$ cat src/rtl/div_pkg.sv
// Shared types and constants for the multi-cycle radix-2 restoring divider.
// Imported by the sequencer (div_unit) and the per-iteration datapath (div_step).
package div_pkg;

  localparam int DIV_WIDTH  = 32;
  localparam int DIV_CYCLES = 32;

  typedef enum logic [1:0] {
    IDLE = 2'd0,
    BUSY = 2'd1,
    DONE = 2'd2
  } div_state_t;

endpackage

$ cat src/rtl/div_step.sv
// One restoring-division iteration on magnitudes, purely combinational (zero latency).
// No flow control: the sequencer applies it once per BUSY cycle.
module div_step
  import div_pkg::*;
#(
  parameter int WIDTH = DIV_WIDTH
) (
  input  logic [WIDTH-1:0] rem_i,
  input  logic [WIDTH-1:0] quo_i,
  input  logic [WIDTH-1:0] divisor_i,
  output logic [WIDTH-1:0] rem_o,
  output logic [WIDTH-1:0] quo_o
);

  logic [WIDTH:0]   rem_sh;
  logic [WIDTH-1:0] diff;
  logic             fits;

  always_comb begin
    rem_sh = {rem_i, quo_i[WIDTH-1]};
    fits   = (rem_sh >= {1'b0, divisor_i});
    // When the divisor fits, the true difference is below 2^WIDTH, so the
    // truncated subtraction is exact and the carry bit can be ignored.
    diff   = rem_sh[WIDTH-1:0] - divisor_i;
    rem_o  = rem_sh[WIDTH-1:0];
    quo_o  = {quo_i[WIDTH-2:0], 1'b0};
    if (fits) begin
      rem_o    = diff;
      quo_o[0] = 1'b1;
    end
  end

endmodule

$ cat src/rtl/div_unit.sv
// DIV/DIVU sequencer: stall_o rises combinationally with start, ready_o pulses DIV_CYCLES+1 cycles later.
// annul_i aborts at the next edge; start_i held through DONE never restarts the divider.
module div_unit
  import div_pkg::*;
#(
  parameter int WIDTH      = DIV_WIDTH,
  parameter int DIV_CYCLES = WIDTH
) (
  input  logic               clk,
  input  logic               resetn,
  input  logic               start_i,
  input  logic               signed_i,
  input  logic               annul_i,
  input  logic [WIDTH-1:0]   a_i,
  input  logic [WIDTH-1:0]   b_i,
  output logic               stall_o,
  output logic               ready_o,
  output logic [2*WIDTH-1:0] result_o
);

  localparam int CNT_W = $clog2(DIV_CYCLES + 1);

  div_state_t         state_q, state_d;
  logic [CNT_W-1:0]   count_q, count_d;
  logic [WIDTH-1:0]   rem_q, rem_d;
  logic [WIDTH-1:0]   quo_q, quo_d;
  logic [WIDTH-1:0]   dvsr_q, dvsr_d;
  logic               a_sign_q, a_sign_d;
  logic               b_sign_q, b_sign_d;
  logic               signed_q, signed_d;
  logic [2*WIDTH-1:0] result_q, result_d;

  logic [WIDTH-1:0]   a_mag, b_mag;
  logic [WIDTH-1:0]   step_rem, step_quo;
  logic [WIDTH-1:0]   q_fix, r_fix;
  logic               neg_quo, neg_rem, last_step;

  div_step #(.WIDTH(WIDTH)) u_step (
    .rem_i     (rem_q),
    .quo_i     (quo_q),
    .divisor_i (dvsr_q),
    .rem_o     (step_rem),
    .quo_o     (step_quo)
  );

  always_comb begin
    a_mag     = (signed_i && a_i[WIDTH-1]) ? -a_i : a_i;
    b_mag     = (signed_i && b_i[WIDTH-1]) ? -b_i : b_i;
    // Remainder follows the dividend's sign; quotient is negative on sign mismatch.
    neg_quo   = signed_q && (a_sign_q ^ b_sign_q);
    neg_rem   = signed_q && a_sign_q;
    q_fix     = neg_quo ? -step_quo : step_quo;
    r_fix     = neg_rem ? -step_rem : step_rem;
    last_step = (count_q == CNT_W'(DIV_CYCLES - 1));
  end

  always_comb begin
    state_d  = state_q;
    count_d  = count_q;
    rem_d    = rem_q;
    quo_d    = quo_q;
    dvsr_d   = dvsr_q;
    a_sign_d = a_sign_q;
    b_sign_d = b_sign_q;
    signed_d = signed_q;
    result_d = result_q;
    stall_o  = 1'b0;
    ready_o  = 1'b0;

    if (annul_i) begin
      state_d = IDLE;
    end else begin
      case (state_q)
        IDLE: begin
          stall_o = start_i;
          if (start_i) begin
            quo_d    = a_mag;
            dvsr_d   = b_mag;
            rem_d    = '0;
            count_d  = '0;
            a_sign_d = a_i[WIDTH-1];
            b_sign_d = b_i[WIDTH-1];
            signed_d = signed_i;
            state_d  = BUSY;
          end
        end
        BUSY: begin
          stall_o = 1'b1;
          rem_d   = step_rem;
          quo_d   = step_quo;
          count_d = count_q + CNT_W'(1);
          if (last_step) begin
            result_d = {r_fix, q_fix};
            state_d  = DONE;
          end
        end
        DONE: begin
          ready_o = 1'b1;
          state_d = IDLE;
        end
        default: state_d = IDLE;
      endcase
    end
  end

  always_ff @(posedge clk) begin
    if (!resetn) begin
      state_q  <= IDLE;
      count_q  <= '0;
      rem_q    <= '0;
      quo_q    <= '0;
      dvsr_q   <= '0;
      a_sign_q <= 1'b0;
      b_sign_q <= 1'b0;
      signed_q <= 1'b0;
      result_q <= '0;
    end else begin
      state_q  <= state_d;
      count_q  <= count_d;
      rem_q    <= rem_d;
      quo_q    <= quo_d;
      dvsr_q   <= dvsr_d;
      a_sign_q <= a_sign_d;
      b_sign_q <= b_sign_d;
      signed_q <= signed_d;
      result_q <= result_d;
    end
  end

  assign result_o = result_q;

endmodule

$ cat config.mk
export PLATFORM = sky130hd
export DESIGN_NAME = div_unit
export DESIGN_NICKNAME = d
export VERILOG_FILES = /design/src/rtl/div_pkg.sv /design/src/rtl/div_step.sv /design/src/rtl/div_unit.sv
export SDC_FILE = /design/constraint.sdc
export NUM_CORES = 1
export LEC_CHECK = 0
export CAP_MARGIN = 20
export CORE_ASPECT_RATIO = 2
export CORE_MARGIN = 5
export CORE_UTILIZATION = 40
export CTS_BUF_LIST = sky130_fd_sc_hd__clkbuf_2 sky130_fd_sc_hd__clkbuf_4 sky130_fd_sc_hd__clkbuf_8
export DETAILED_ROUTE_END_ITERATION = 8
export PLACE_DENSITY = 0.65
export SYNTH_ARGS = -nofsm -noshare
export SYNTH_HDL_FRONTEND = slang
export SYNTH_SLANG_ARGS = --single-unit
$ cat constraint.sdc
create_clock -name clk -period 7.4 [get_ports clk]
set_input_delay 1.48 -clock clk [delete_from_list [all_inputs] [get_ports clk]]
set_output_delay 1.48 -clock clk [all_outputs]
set_load 0.01 [all_outputs]
==> impl_metrics.yaml, run 1 <==
drt:
  wl_mm: 39.4
  m1WireLength_mm: 13.2
  dr.max_layer_used: "met4"
  wl_met3_mm: 1.62
  wl_met2_mm: 21.6
  drtAntennaViolNets: 0
  num_vias: 11300
  drcViolationCount: 0
  drt-initial-drc-count: 515
  first_pass_iters: 5
  viasPerCell: 5.79
  routedWlPerCell_um: 20.2
logic_synthesis:
  netlist-cell-type-count: 83
  synthArstFlopShare_pct: 0
  ys_seq_area_share_pct: 30.0
  yosys-top-cells-area: "dfxtp_1 (30%), nor2_1 (6.8%), a21oi_1 (6.3%), a211oi_1 (5.9%), xnor2_1 (5.4%)"
  synthesis.area_mm2: 0.0114
  ys.warnings.count: 0
  post-synth-top-area-cell: "dfxtp_1"
  synth-seq-cells: 171
  synth_ff_type: "dfxtp_1"
  syn_avg_cell_area_um2: 7.57
  synth_top_area_share_pct: 30.0
  syn-num-nets: 1614
  synth_edf_count: 0
  syn-instance-count: 1507
place:
  dp_hpwl_mm: 31.0
  io_buffer_count: 134
  placedCellCount: 1922
  gp_congestion: 0.988
floorplanning:
  initial_utilization_pct: 40.5
  coreArea_mm2: 0.0282
  dieHeight_um: 249
  die_w_um: 129
  rows: 87
  io_pins: 135
  die_area_mm2: 0.0322
timing:
  rsz0062_at_grt: "false"
  fmax_mhz: 198
  worst_pin_slew_ns: 0.979
  finalMaxSlewViolations: 0
  setup-tns-final_ns: 0
  min_period_over_period_pct: 68.2
  slew_headroom_pct: 34.4
  setup_viol: 0
  skew_ns: 0.0192
  hold_violations: 0
  period_needed_ns: 5.05
  hold_slack_ns: 0.460
clock_tree:
  clockRootBuffer: "clkbuf_8"
  h-tree-depth: 4
  clkLatencyLatePin_ns: 0.52
  cts_hold_buf: 0
  clk_path_buf_depth: 2
  cts_made_buffers: 17
  clkTransAtPathRegs_ns: 0.10
  post_cts_resized: 0
  cts.sinks: 171
  cts_tree: "yes"
  postCtsSetupBuffers: 0
layout:
  fillCellCount: 2804
  final_cells: 1955
  seq_area_mm2: 0.00342
  multi_input_area_mm2: 0.00744
  drive_above_1_share_pct: 5.38
  synthToLayoutAreaGrowth_pct: 17.5
  fin_nets: 1692
grt:
  grt_max_degree: 79
  overflow: 0
  antenna_found_initial: 1
  grt_pass1_wl_mm: 60.7
  grt.total_usage_pct: 24.1
  grt_pass1_vias: 11300
setup_path:
  critPathKind: "reg2reg"
  rr_startpoint: "dvsr_q[5]"
  cp_data_required_time_ns: 7.82
  cp_num_buf_inv: 1
  path_max_fanout: 23
  critPathCapture: "result_o[62]"
  worst-path-stages: 17
  max_stage_delay_ns: 0.62
  crit_path_start: "dvsr_q[5]"
  reg2reg_depth: 17
  critPathLaunchType: "flop"
  r2r-end: "result_o[62]"
  rrSetupSlack_ns: 2.35
  crit_path_end_kind: "flop"
  path_cells: "inv_1, ha_1, and3_4, nand4_1, nor2_1, nand3_1, and3_2, nand2_2, mux2i_1, ha_1, nand3_1, or4b_2, o41a_1, o31ai_2, nand2_2, or3_1, a31oi_1"
  worstPathArrival_ns: 5.48
  critPathTopFamily: "simple AND/OR/NAND/NOR gates"
  cp_slowest_cell: "or4b_2"
power:
  p_int_w: 0.00148
  seqPwrFrac_pct: 42.8
  switching_share_pct: 34.8
  power.clock.fraction_pct: 31.8
  vdd_drop_max_uv: 104
  combPwrFrac_pct: 25.4
  power_density_mw_per_mm2: 169
  totalPowerFinal_w: 0.00227
  p_sw_w: 0.000790
  power_leakage_nw: 4.83
job:
  cap_violations: 0
status:
  status: "complete, no violations"
worst_hold_path:
  min_path_type: "reg2reg"
[per-layer routing]
layer,GRT usage (%),vias up
met2,45.9,324
met5,0,-
met3,4.46,128
met4,16.5,0
met1,22.3,5291
li1,-,5577
[Yosys cell counts (24+ instances only)]
library cell,count
ha_1,37
nor3_1,32
nor2_1,206
a21oi_1,144
xor2_1,61
mux2i_1,24
clkbuf_1,73
nand3_1,29
o21ai_0,78
xnor2_1,70
dfxtp_1,171
inv_1,53
a211oi_1,90
or3_1,28
nand2_1,147
[placed cells by master (no fill, tap or decap), drive strengths merged, types with 4 or more instances in the layout]
master,netlist,layout
a211oi,90,90
a21boi,5,5
a21o,9,9
a21oi,144,144
a22o,9,9
a311oi,12,12
a31oi,16,16
and2,6,6
and3,10,10
buf,17,15
clkbuf,73,18
clkdlybuf4s50,0,134
clkinv,1,6
dfxtp,171,171
ha,37,37
inv,54,59
mux2,6,6
mux2i,24,24
nand2,148,148
nand2b,6,6
nand3,29,29
nand3b,6,6
nand4,18,18
nor2,206,206
nor3,33,33
nor3b,6,6
nor4,15,15
o211ai,12,12
o21a,6,6
o21ai,85,85
o31a,4,4
o31ai,18,18
o41a,4,4
o41ai,8,8
or2,4,4
or3,29,29
or4,17,17
xnor2,70,70
xor2,61,61
[worst reg2reg max path: cells and delay by family (launching register included)]
kind,cells,cell delay [ns]
adders and majority gates,2,0.72
and+or+nand+nor,10,2.70
DFF,1,0.34
muxes,1,0.36
AOI/OAI and AO/OA,3,0.80
buffers and inverters,1,0.05
[how the worst min path moves through the flow]
stage	startpoint	end	slack, ns	cells after the start
2_1_floorplan	dvsr_q[31]	dvsr_q[31]	0.44	2
3_3_place_gp	result_o[36]	result_o[36]	0.44	2
3_5_place_dp	result_o[30]	result_o[30]	0.45	2
4_1_cts	dvsr_q[31]	dvsr_q[31]	0.46	2
5_1_grt	result_o[42]	result_o[42]	0.48	2
6_report	result_o[42]	result_o[42]	0.46	2
[cell families (layout without fill, tap and decap cells)]
group	after synthesis	in the layout	share of synthesized area, %
xor gates and xnor gates	131	131	10.1
other	0	1	0
and+or+nand+nor	545	545	22.3
AOI/OAI and AO/OA	447	447	25.6
muxes	30	30	2.70
buffers and inverters	145	236	5.09
adders and majority gates	38	38	4.23
DFF	171	171	30.0
[layout make-up]
class                   instances  area share, %
diodes                          1         0.0187
flip-flops and latches        171           25.5
clock inverters                14           1.38
well taps                     356           3.32
repair buffers                149           10.8
clock buffers                  18           1.80
inverters                      55           1.56
multi-input cells            1191           55.5
[state kept, by name, indices dropped and copies added, names as in the netlist]
| name | flops |
|---|---|
| result_o | 64 |
| dvsr_q | 32 |
| quo_q | 32 |
| rem_q | 32 |
| count_q | 6 |
| state_q | 2 |
| a_sign_q | 1 |
| b_sign_q | 1 |
| signed_q | 1 |
[per-stage QoR]
stage          area (um^2)  util [%]  setup slack [ns]
2_1_floorplan        11400         -              2.61
3_3_place_gp         13000      46.0              2.46
3_5_place_dp         13000      46.0              2.43
4_1_cts              13400      47.5              2.38
5_1_grt              13400      47.5              2.00
6_report             13400      47.5              2.35
[power groups by stage]
stage | Sequential (W) | Combinational, W | Clock (W)
after floorplan | 0.000984 | 0.000391 | 0
after CTS | 0.000972 | 0.000575 | 0.000732
after global placement | 0.000992 | 0.000569 | 0
final | 0.000972 | 0.000577 | 0.000722
after global routing | 0.000976 | 0.000626 | 0.000766
after detailed placement | 0.000993 | 0.000571 | 0
No activity file was read; power rests on OpenSTA's default activity.
==> inputs of run 2 (changes only) <==
--- a/config.mk
+++ b/config.mk
@@ -11,7 +11,7 @@
 export CORE_UTILIZATION = 40
 export CTS_BUF_LIST = sky130_fd_sc_hd__clkbuf_2 sky130_fd_sc_hd__clkbuf_4 sky130_fd_sc_hd__clkbuf_8
 export DETAILED_ROUTE_END_ITERATION = 8
-export PLACE_DENSITY = 0.65
+export PLACE_DENSITY = 0.68
 export SYNTH_ARGS = -nofsm -noshare
 export SYNTH_HDL_FRONTEND = slang
 export SYNTH_SLANG_ARGS = --single-unit
==> constraint.sdc (replaced) <==
create_clock -name clk -period 4.3 [get_ports clk]
set_input_delay 0.86 -clock clk [delete_from_list [all_inputs] [get_ports clk]]
set_output_delay 0.86 -clock clk [all_outputs]
set_load 0.01 [all_outputs]
==> run 2 against run 1 <==
  * Final cell count up 2.9%
  * Non-clock buffer count up 57
  * Setup slack worse by 2.3 ns
  * Power up 73%
  * Final area up 5.3%
  * Clock skew about the same
  * Clock power up 59%
  * Critical path type unchanged
  * Critical endpoint unchanged
  * Largest cell class unchanged
  * Largest power group unchanged
==> impl_metrics.yaml, run 2 (synthesized netlist as in run 1, its figures left out) <==
place:
  dp_hpwl_mm: 32.1
  gp_congestion: 0.928
  placedCellCount: 1972
  placed_area_mm2: 0.0135
  io_buffer_count: 134
grt:
  antenna_found_initial: 1
  grt_use_met3_pct: 3.86
  grt_pass1_vias: 11700
  overflow: 0
  grt.total_usage_pct: 25.2
  grtUsageMet2_pct: 48.6
  top_usage_layer: "met2"
  grt_pass1_wl_mm: 63.4
  grt_max_degree: 66
  met1_usage_pct: 23.5
job:
  cap_violations: 0
setup_path:
  path_cells: "inv_1, ha_1, inv_1, fa_1, a21o_1, a221o_1, nand4_1, nand2_1, a211oi_1, xor2_1, o21ai_0, nor4_4, a31oi_1, or3_1, a31oi_1"
  rrSetupSlack_ns: 0.03
  rr_startpoint: "quo_q[31]"
  critPathTopFamily: "compound AO/OA/AOI/OAI gates"
  cp_num_buf_inv: 2
  reg2reg_depth: 15
  cp_slowest_cell: "a211oi_1"
  critPathLaunchType: "flop"
  worstPathArrival_ns: 4.71
  cp_data_required_time_ns: 4.74
  crit_path_end_kind: "flop"
  r2r-end: "result_o[62]"
  path_max_fanout: 4
  critPathKind: "reg2reg"
  crit_path_start: "quo_q[31]"
  max_stage_delay_ns: 0.58
timing:
  setup_viol: 0
  worst_pin_slew_ns: 0.948
  fmax_mhz: 234
  slew_headroom_pct: 36.6
  hold_slack_ns: 0.458
  rsz0062_at_grt: "true"
  hold_violations: 0
  skew_ns: 0.0191
  min_period_over_period_pct: 99.3
  period_needed_ns: 4.27
  finalMaxSlewViolations: 0
clock_tree:
  clkLatencyLatePin_ns: 0.52
  cts_tree: "yes"
  clkTransAtPathRegs_ns: 0.10
  cts_hold_buf: 0
  h-tree-depth: 4
  clockRootBuffer: "clkbuf_8"
  clk_path_buf_depth: 2
  cts_made_buffers: 17
  cts.sinks: 171
worst_hold_path:
  min_path_type: "reg2reg"
  worstHoldStart: "result_o[42]"
  hold_depth: 2
  hold_end: "result_o[42]"
drt:
  wl_mm: 40.6
  drtAntennaViolNets: 0
  routedWlPerCell_um: 20.2
  viasPerCell: 5.85
  drcViolationCount: 0
  drt-initial-drc-count: 654
  num_vias: 11800
  first_pass_iters: 7
floorplanning:
  initial_utilization_pct: 40.5
  die_area_mm2: 0.0322
  coreArea_mm2: 0.0282
  rows: 87
  die_w_um: 129
  dieHeight_um: 249
  io_pins: 135
layout:
  fin_nets: 1749
  layout_common_cells: "nor2_1 (204), dfxtp_1 (162), nand2_1 (145)"
  drive_above_1_share_pct: 11.2
  final_cells: 2011
  final_common_cell: "nor2_1"
  largest_reg_flops: 64
  fin_area_mm2: 0.0141
  fillCellCount: 2785
  synthToLayoutAreaGrowth_pct: 23.7
status:
  status: "complete, no violations"
power:
  power_density_mw_per_mm2: 278
  vdd_drop_max_uv: 183
  power_leakage_nw: 5.14
run 2: cell types whose count changed in the layout (fill, tap and decap cells not counted), moves of 3 or more:
cell / before / now
inv_6: 2 / 5
ha_1: 37 / 19
a21oi_1: 144 / 138
o21ai_0: 78 / 75
ha_4: 0 / 13
buf_4: 15 / 70
ha_2: 0 / 5
a21oi_2: 0 / 6
dfxtp_2: 0 / 8
dfxtp_1: 171 / 162
run 2: what timing repair did:
| action | 4_1_cts | 5_1_grt |
|---|---|---|
| resized for setup | 0 | 46 |
| endpoints found under the hold margin | 0 | 0 |
| setup buffers | 0 | 7 |
| endpoints found under the setup margin | 0 | 20 |
run 2: cell type report:
type / instances / area [um^2] / area share, %
tap: 356 / 445 / 3.16
clock buffer: 18 / 241 / 1.71
timing repair buffer: 206 / 1900 / 13.5
sequential: 171 / 3440 / 24.4
antenna: 1 / 2.50 / 0.0177
clock inverter: 13 / 134 / 0.949
inverter: 55 / 209 / 1.48
multi-input combinational: 1191 / 7740 / 54.9
run 2: worst reg2reg max path: cells and delay by family, from the launching register on:
family / cells / cell delay (ns)
AOI/OAI and AO/OA: 6 / 1.74
xor gates and xnor gates: 1 / 0.28
DFF: 1 / 0.35
and+or+nand+nor: 4 / 1.04
buffers and inverters: 2 / 0.19
adders and majority gates: 2 / 0.60
run 2: metrics by stage:
stage               total power (W)  setup TNS [ns]  setup WS, ns  utilization (%)
floorplan                   0.00238               0        0.0138                -
global placement            0.00275               0         0.110             47.7
detailed placement          0.00275               0        0.0734             47.7
CTS                         0.00390               0        0.0509             49.1
global route                0.00410         -0.0913       -0.0292             50.0
finish                      0.00392               0        0.0307             50.0
run 2: layer usage:
| metal | vias to the layer above | wire length, um |
|---|---|---|
| met1 | 5563 | 13400 |
| met4 | 0 | 2990 |
| met3 | 139 | 1600 |
| met2 | 356 | 22600 |
| li1 | 5713 | - |
| met5 | - | 0 |
run 2: how the worst max path moves through the flow:
stage | to | depth (start not counted)
6_report | result_o[62] | 15
3_5_place_dp | result_o[62] | 18
5_1_grt | result_o[50] | 21
2_1_floorplan | result_o[62] | 21
3_3_place_gp | result_o[62] | 18
4_1_cts | result_o[62] | 18
run 2: power by group:
group / switching [W] / internal, W / total [W]
clock: 0.000671 / 0.000477 / 0.00115
sequential: 0.0000454 / 0.00163 / 0.00167
combinational: 0.000653 / 0.000445 / 0.00110
==> inputs of run 3 (changes only) <==
--- a/config.mk
+++ b/config.mk
@@ -5,13 +5,14 @@
 export SDC_FILE = /design/constraint.sdc
 export NUM_CORES = 1
 export LEC_CHECK = 0
+export ABC_AREA = 1
 export CAP_MARGIN = 20
 export CORE_ASPECT_RATIO = 2
 export CORE_MARGIN = 5
 export CORE_UTILIZATION = 40
 export CTS_BUF_LIST = sky130_fd_sc_hd__clkbuf_2 sky130_fd_sc_hd__clkbuf_4 sky130_fd_sc_hd__clkbuf_8
 export DETAILED_ROUTE_END_ITERATION = 8
-export PLACE_DENSITY = 0.68
+export PLACE_DENSITY = 0.67
 export SYNTH_ARGS = -nofsm -noshare
 export SYNTH_HDL_FRONTEND = slang
 export SYNTH_SLANG_ARGS = --single-unit
==> run 3 against run 2 <==
  * Clock skew fell by 0.00077 ns
  * Synthesized area increased by 12%
  * Global-route usage is 3.1 points higher
  * Synthesized cell count grew 40%
  * Utilization is 2.6 points lower
  * Non-clock buffer count down 39
  * Power up 11%
  * Register-to-register slack gained 0.27 ns
  * Hold slack improved by 0.039 ns
  * Die area increased by 11%
==> impl_metrics.yaml, run 3 <==
floorplanning:
  die_area_mm2: 0.0357
  rows: 92
  coreArea_mm2: 0.0315
  dieHeight_um: 262
  io_pins: 135
  initial_utilization_pct: 40.4
  die_w_um: 136
place:
  io_buffer_count: 134
  gp_congestion: 1.01
  dp_hpwl_mm: 41.2
layout:
  synthToLayoutAreaGrowth_pct: 17.5
  largest_reg_flops: 64
  layout_common_cells: "nand2_1 (556), inv_1 (341), nor2_1 (207)"
  final_common_cell: "nand2_1"
  fillCellCount: 3479
  fin_nets: 2329
  drive_above_1_share_pct: 6.09
logic_synthesis:
  syn-instance-count: 2104
  syn_avg_cell_area_um2: 6.06
  ys.warnings.count: 0
  synth_edf_count: 0
  synth_commonest_cells: "nand2_1 (557), inv_1 (341), nor2_1 (209), dfxtp_1 (171), o21ai_0 (165)"
  synthArstFlopShare_pct: 0
  synth_ff_type: "dfxtp_1"
  syn-num-nets: 2211
  synth.most_common_cell: "nand2_1"
  yosys-top-cells-area: "dfxtp_1 (27%), nand2_1 (16%), inv_1 (10%), o21ai_0 (6.5%), nor2_1 (6.2%)"
  netlist-cell-type-count: 53
  synth_top_area_share_pct: 26.9
  synth-seq-cells: 171
  ys_seq_area_share_pct: 26.9
  post-synth-top-area-cell: "dfxtp_1"
  synthesis.area_mm2: 0.0127
grt:
  grt.total_usage_pct: 28.3
  antenna_found_initial: 1
  overflow: 0
  grt_max_degree: 64
  grt_pass1_vias: 13800
  grt_pass1_wl_mm: 77.1
clock_tree:
  h-tree-depth: 4
  clk_path_buf_depth: 2
  clkTransAtPathRegs_ns: 0.11
  cts_tree: "yes"
  cts_made_buffers: 17
  cts.sinks: 171
  clockRootBuffer: "clkbuf_8"
  clkLatencyLatePin_ns: 0.50
drt:
  num_vias: 13900
  viasPerCell: 5.24
  wl_mm: 50.3
  routedWlPerCell_um: 18.9
  drt-initial-drc-count: 787
  drtAntennaViolNets: 0
  drcViolationCount: 0
  first_pass_iters: 5
setup_path:
  crit_path_end_kind: "flop"
  critPathLaunchType: "flop"
  worstPathArrival_ns: 4.40
  cp_data_required_time_ns: 4.70
  critPathKind: "reg2reg"
  path_max_fanout: 4
timing:
  skew_ns: 0.0184
  setup-tns-final_ns: 0
  setup_viol: 0
  slew_headroom_pct: 42.2
  period_needed_ns: 4.00
  hold_violations: 0
  hold_slack_ns: 0.497
  finalMaxSlewViolations: 0
  fmax_mhz: 250
  min_period_over_period_pct: 93.0
  rsz0062_at_grt: "false"
  worst_pin_slew_ns: 0.859
job:
  cap_violations: 0
power:
  power_density_mw_per_mm2: 291
  vdd_drop_max_uv: 207
  power_leakage_nw: 7.35
status:
  status: "complete, no violations"
worst_hold_path:
  min_path_type: "reg2reg"
## run 3: cell count changes after synthesis, moves of 61 or more
cell and delta:
inv_1 +288, xnor2_1 -61, a211oi_1 -88, o21ai_0 +87, nand2_1 +410, nand3_1 +92
## run 3: logic make-up (layout without fill, tap and decap cells)
group / Yosys count / in the layout / share of synthesized area, %
simple gates: 1009 / 1009 / 33.7
buf+inv: 420 / 551 / 13.1
other cells: 0 / 1 / 0
flops: 171 / 171 / 26.9
compound gates: 406 / 406 / 18.4
fa+ha+maj: 38 / 38 / 3.79
xor+xnor: 60 / 60 / 4.12
## run 3: timing repair
action,in CTS,in global routing
hold buffers,0,0
setup buffers,0,1
resized for setup,0,4
setup endpoints to repair,0,4
## run 3: per-stage QoR
step	util [%]	std cells	total power, W	area (um^2)	worst slack, ns
final	47.5	2659	0.00436	15000	0.303
after global routing	47.5	2659	0.00460	15000	0.00872
after CTS	47.4	2657	0.00435	14900	0.163
after detailed placement	46.1	2625	0.00316	14500	0.187
after global placement	46.1	2625	0.00316	14500	0.213
after floorplan	-	2104	0.00267	12700	0.673
## run 3: layout make-up
type	count	area [um^2]	share of cell area, %
clock buffers	18	241	1.61
flip-flops and latches	171	3420	22.9
well taps	423	529	3.53
inverters	352	1320	8.84
repair buffers	167	1610	10.8
multi-input cells	1513	7690	51.3
clock inverters	14	154	1.03
diodes	1	2.50	0.0167
## run 3: final timing paths
kind,startpoint,to,slack [ns],cells past startpoint
hold / removal,count_q[1],count_q[1],0.50,2
hold reg to reg,count_q[1],count_q[1],0.50,2
setup / recovery,dvsr_q[30],result_o[30],0.30,25
setup reg to reg,dvsr_q[30],result_o[30],0.30,25
## run 3: where the power goes
group | total, W | internal (W) | switching, W
combinational | 0.00149 | 0.000462 | 0.00102
sequential | 0.00167 | 0.00163 | 0.0000431
clock | 0.00120 | 0.000489 | 0.000709
## run 3: metal layers
layer | up-vias | GRT usage [%] | wire length, um
li1 | 6999 | - | -
met1 | 6396 | 25.4 | 16400
met2 | 393 | 55.4 | 28100
met3 | 142 | 3.01 | 1380
met4 | 0 | 21.0 | 4380
met5 | - | 0 | 0
## run 3: critical path, cell delays in order, from the launching register on
cell,delay [ns]
dfxtp_1,0.31
inv_1,0.21
ha_1,0.33
inv_1,0.19
nor2_1,0.08
nand2_1,0.13
nor2_1,0.07
nand3_1,0.09
nand3_2,0.14
a21oi_4,0.18
ha_1,0.19
nand3_1,0.12
nor3_2,0.15
nand3_1,0.14
nor3_2,0.17
buf_4,0.15
nand2_1,0.08
nand2_1,0.11
o21ai_0,0.14
a21o_1,0.23
buf_4,0.15
nor3_1,0.16
xor2_1,0.16
nand2_1,0.07
o211ai_1,0.08
inv_1,0.05
